**config.mk**
```make
export PLATFORM = sky130hd
export DESIGN_NAME = mux4_rr_arbiter
export DESIGN_NICKNAME = d
export VERILOG_FILES = /design/src/rtl/mux4_rr_arbiter.sv
export SDC_FILE = /design/constraint.sdc
export NUM_CORES = 1
export LEC_CHECK = 0
export BUFFER_PORTS_ARGS = -buffer_cell sky130_fd_sc_hd__buf_2
export CAP_MARGIN = 25
export CORE_MARGIN = 2
export CORE_UTILIZATION = 35
export CTS_CLUSTER_DIAMETER = 60
export DETAILED_ROUTE_END_ITERATION = 10
export PLACE_DENSITY = 0.68
export SLEW_MARGIN = 5
export SYNTH_ARGS = -nofsm -noshare
export SYNTH_HDL_FRONTEND = slang
export SYNTH_SLANG_ARGS = --single-unit
```
**constraint.sdc**
```tcl
create_clock -name clk -period 2.33 [get_ports clk]
set_clock_uncertainty 0.05 [all_clocks]
set_input_delay 0.3495 -clock clk [delete_from_list [all_inputs] [get_ports clk]]
set_output_delay 0.3495 -clock clk [all_outputs]
set_load 0.03 [all_outputs]
```
**src/rtl/mux4_rr_arbiter.sv**
```systemverilog
// Round-robin arbiter driving the 2-bit select of a 4:1 channel mux, with a per-grant burst limit.
// Optional feature: define RR_LOCK_EN to add a lock input that suppresses the burst-limit release.
module mux4_rr_arbiter #(
  parameter int unsigned MAX_BURST = 4
) (
  input  logic       clk,
  input  logic       rst,
  input  logic [3:0] req,
  input  logic       ready,
`ifdef RR_LOCK_EN
  input  logic       lock,
`endif
  output logic [1:0] sel,
  output logic [3:0] grant,
  output logic       gnt_valid,
  output logic [3:0] beat_cnt
);

  typedef enum logic {IDLE, GRANT} state_t;

  localparam logic [3:0] LAST_BEAT = 4'(MAX_BURST - 1);

  state_t     state;
  logic [1:0] last;
  logic [1:0] pick;
  logic [1:0] idx;
  logic       found;
  logic       lock_act;
  logic       at_limit;
  logic       release_now;

`ifdef RR_LOCK_EN
  always_comb lock_act = lock;
`else
  always_comb lock_act = 1'b0;
`endif

  // Scan last+1 .. last+4 (mod 4); the previous owner is visited last.
  always_comb begin
    pick  = '0;
    idx   = '0;
    found = 1'b0;
    for (int unsigned k = 1; k <= 4; k++) begin
      idx = last + 2'(k);
      if (!found && req[idx]) begin
        pick  = idx;
        found = 1'b1;
      end
    end
  end

  always_comb begin
    at_limit    = (beat_cnt == LAST_BEAT);
    release_now = !req[sel] || (ready && at_limit && !lock_act);
  end

  always_ff @(posedge clk) begin
    if (rst) begin
      state     <= IDLE;
      last      <= 2'd3;
      sel       <= '0;
      grant     <= '0;
      gnt_valid <= 1'b0;
      beat_cnt  <= '0;
    end else begin
      case (state)
        IDLE: begin
          if (found) begin
            sel       <= pick;
            grant     <= 4'b0001 << pick;
            gnt_valid <= 1'b1;
            beat_cnt  <= '0;
            state     <= GRANT;
          end
        end
        GRANT: begin
          if (release_now) begin
            last      <= sel;
            grant     <= '0;
            gnt_valid <= 1'b0;
            beat_cnt  <= '0;
            state     <= IDLE;
          end else if (ready && !at_limit) begin
            // At the limit here only when locked: the count saturates.
            beat_cnt <= beat_cnt + 4'd1;
          end
        end
        default: state <= IDLE;
      endcase
    end
  end

endmodule

```
# Word level (Yosys, flattened, before mapping)
# Cells that the tools add are included.
# word_totals
word_cells	67
register_bits	14
input_bits	7
# classes
bitwise	1
magnitude_cmp	5
n_reduce_logical	15
muxes	31
addsub	4
shifts	1
n_eq_ne	4
# op_table
operator	count
4-bit two-way mux	5
4-bit one-hot mux with 2 select lines	2
2-bit by 3-bit less-than comparator with 1-bit output, second input constant	5
1-bit two-way mux	13
1-bit binary-select mux with 2-bit select	5
2-bit two-way mux	4
2-bit AND reduction	4
1-bit logical AND	5
1-bit logical NOT	5
2-bit adder, second input constant	2
4-bit by 1-bit adder with 4-bit output, second input constant	1
4-bit by 2-bit == test with 1-bit output, second input constant	1
1-bit one-hot mux with 2 select lines	2
1-bit by 2-bit << shifter with 4-bit output, first input constant	1
3-bit by 1-bit inequality test with 1-bit output, second input constant	1
2-bit by 1-bit adder with 2-bit output, second input constant	1
2-bit by 1-bit inequality test with 1-bit output, second input constant	1
2-bit inequality test, second input constant	1
1-bit logical OR	1
1-bit NOT	1

# Logic depth before layout (Yosys ltp)
# depth
word_depth	16
mapped_depth	6

# Worst setup path before layout
# OpenSTA, ideal clock, no wires.
# synth_timing
kind	flip-flop to flip-flop
from	register sel[0]
to	register grant[3]
stages_incl_launch_ff	6
slack_ns	0.502
arrival_ns	1.651
setup_ns	0.127
path_buffers	0
cell_sequence	dfxtp_1 mux4_2 o31a_1 a21o_1 nand2b_2 o22ai_1
# synth_between
elab_chain_cells	6
# synth_rtl
element	line_no	text
start: declaration	13	output logic [1:0] sel,
start signal: assignment	69	sel <= pick;
1-bit binary-select mux with 2-bit select	54	release_now = !req[sel] || (ready && at_limit && !lock_act);
1-bit two-way mux (not written as such)	54	
1-bit logical NOT	54	
1-bit logical OR	54	
2-bit by 1-bit inequality test with 1-bit output (no line)	n/a	
2-bit AND reduction (no line)	n/a	
end signal: assignment	70	grant <= 4'b0001 << pick;
end: declaration	14	output logic [3:0] grant,
# No other way between the ends. The select of a mux whose other input is x is not followed.
# A chain may end at the register's enable or synchronous reset.

# Worst setup path in the final report
# Ends and elaborated chain as after synthesis.

==> out/qor.csv <==
metric,value,unit
hold depth,2,
Critical Path Max Stage Delay,0.57,ns
Nets,103,
"slowest stage cell, crit path",mux4_2,
vias in the first global route,532,
DRT Pass-1 Iters,4,
Total GRT Usage,0.143,
VDD IR max,0.000331,V
routed length per instance,12.0,um
critical-path cell list,"mux4_2, o31a_1, a21o_1, nand2b_2, o22ai_1",
final setup vio count,0,
hold_sp,rst,
Pwr Total,0.585,mW
Lkg Pwr,0.363,nW
Final Util,0.467,
CORE AREA,1780,um^2
max cap viols,0,
HP Class,in -> reg,
initial antenna violation count,0,
Residual DRC,0,
Starting DRT DRC Count,11,
sequential area share after synthesis,0.410,
flop2flop setup slack,0.58,ns
Fill cells,182,
final wirelength,1430,um
Reg2Reg Capture Point,grant[3],
Max Slew Vio Count,0,
vias,615,
area delta synth->final,21.8,%
H-tree levels,1,
Worst setup EP type,register,
share of cells above drive strength 1,0.298,
Synth Instances,74,
crit path launch type,register,
die area,2330,um^2
power per cell area,701,nW/um^2
minimum clock period,1.75,ns
outcome,"complete, no violations",
synth warn,0,
Num CTS Buffers,3,
Yosys top cell by area,dfxtp_1,
Arrival @ worst endpoint,1.86,ns
synthesized cell area,684,um^2
clk buf depth,2,
CTS tree,done,
Buffers on Ports,17,
Worst Tran Pin Value,0.521,ns
Synth top area share,0.410,
most frequent cells in the layout,"17 x buf_2, 14 x dfxtp_1, 12 x nor2_1, 5 x a21oi_1, 5 x nor3_1",
Fin Setup TNS,0,ns
Peak Freq,0.571,GHz
r2r worst-path depth,5,
Setup Buffers After CTS,0,
GPL Wtd Cong,0.734,
Fin. Hold Viols,0,
Die Width,48.2,um
largest fanout on the critical path,6,
unrepaired setup endpoints after global routing,no,
worst r2r src,sel[0],
Yosys reg bits,14,
syn nets,82,
row cnt,15,
DP HPWL,1120,um
final period utilization,0.751,
CP top delay family,multiplexers,
CTS root buf,clkbuf_4,
Hold Path End,grant[0],
Crit path buffers/inverters,0,
CTS Sinks,14,
synth unique cells,31,
Initial Util,0.384,
Worst slew margin,0.652,
IO Pins,18,
kind of critical path,reg -> reg,
Congestion Overflow GR,0,
first-pass GRT wire length,2310,um
Worst-Skew Late Latency,0.28,ns
Final Hold Slack,0.327,ns
Antenna Cells,0,
worst path required time,2.44,ns
Synth area leaders,"dfxtp_1 41%, nor2_1 6.6%, a21oi_1 3.7%, nor3_1 3.7%, mux4_2 3.3%",
Post-Syn Area per Cell,9.25,um^2
Detail Route Antenna Nets,0,
vias per cell,5.17,
Clock transition at path regs,0.08,ns
cts hold-fix bufs,0,
"commonest non-fill, non-tap cell in the layout",buf_2,
largest net degree at the start of global routing,13,
# resized after CTS,0,
Die Y,48.2,um
Yosys cell counts, drive strengths merged:
cell	instances
nor4	1
o31a	1
nand2	3
o22ai	2
o21ai	3
nand4	1
mux2i	1
nor2b	1
o211ai	1
o221ai	1
dfxtp	14
nand2b	4
nor2	13
inv	4
o221a	1
ha	1
a21o	1
a2111oi	1
a2111o	1
mux4	1
and2	1
a21oi	5
xnor2	1
xor2	2
nor3	5
clkbuf	1
a22oi	3
layout make-up:
class                   count  area (um^2)  share of cell area
multi-input cells          55          385               0.462
flip-flops and latches     14          280               0.336
inverters                   4         15.0              0.0180
repair buffers             17         85.1               0.102
clock buffers               4         36.3              0.0435
well taps                  25         31.3              0.0375
power by group:
group | switching (mW) | internal [mW] | leakage, nW
logic | 0.0847 | 0.0526 | 0.227
clock network | 0.0764 | 0.0950 | 0.0210
registers | 0.0180 | 0.258 | 0.115
stage by stage:
stage	worst slack, ns	cell area, um^2	cells
global placement	0.570	797	115
global route	0.500	833	119
finish	0.580	833	119
detailed placement	0.530	797	115
floorplan	0.502	684	74
CTS	0.574	833	119
how the worst max path moves through the flow:
stage	to	cells past startpoint	from	slack [ns]
6_report	grant[3]	5	sel[0]	0.58
3_3_place_gp	grant[3]	6	req[3]	0.57
4_1_cts	grant[3]	5	sel[0]	0.57
3_5_place_dp	grant[3]	6	req[3]	0.53
5_1_grt	grant[3]	5	sel[0]	0.50
2_1_floorplan	grant[3]	5	sel[0]	0.50
metal layers:
layer,vias up,track usage,wire [um]
met2,9,0.218,662
met3,2,0.0222,36
met5,-,0,0
met4,0,0.0811,19
li1,313,-,-
met1,291,0.192,709
worst reg2reg max path, stage by stage, from the launching register on:
cell and delay, ns:
dfxtp_1 0.41, mux4_2 0.57, o31a_1 0.15, a21o_1 0.22, nand2b_2 0.14, o22ai_1 0.09
flip-flops by register name (all words and copies together) (netlist names):
| name | cells |
|---|---|
| beat_cnt | 4 |
| gnt_valid | 1 |
| grant | 4 |
| last | 2 |
| sel | 2 |
| state | 1 |
kinds of logic (layout without fill, tap and decap cells):
logic type	after synthesis	in the layout	synth area share
DFF	14	14	0.410
and+or+nand+nor	29	29	0.227
muxes	2	2	0.0475
xor gates and xnor gates	3	3	0.0384
AOI/OAI and AO/OA	20	20	0.232
adders and majority gates	1	1	0.0183
buffers and inverters	5	25	0.0274
No activity file was read; power rests on OpenSTA's default activity.
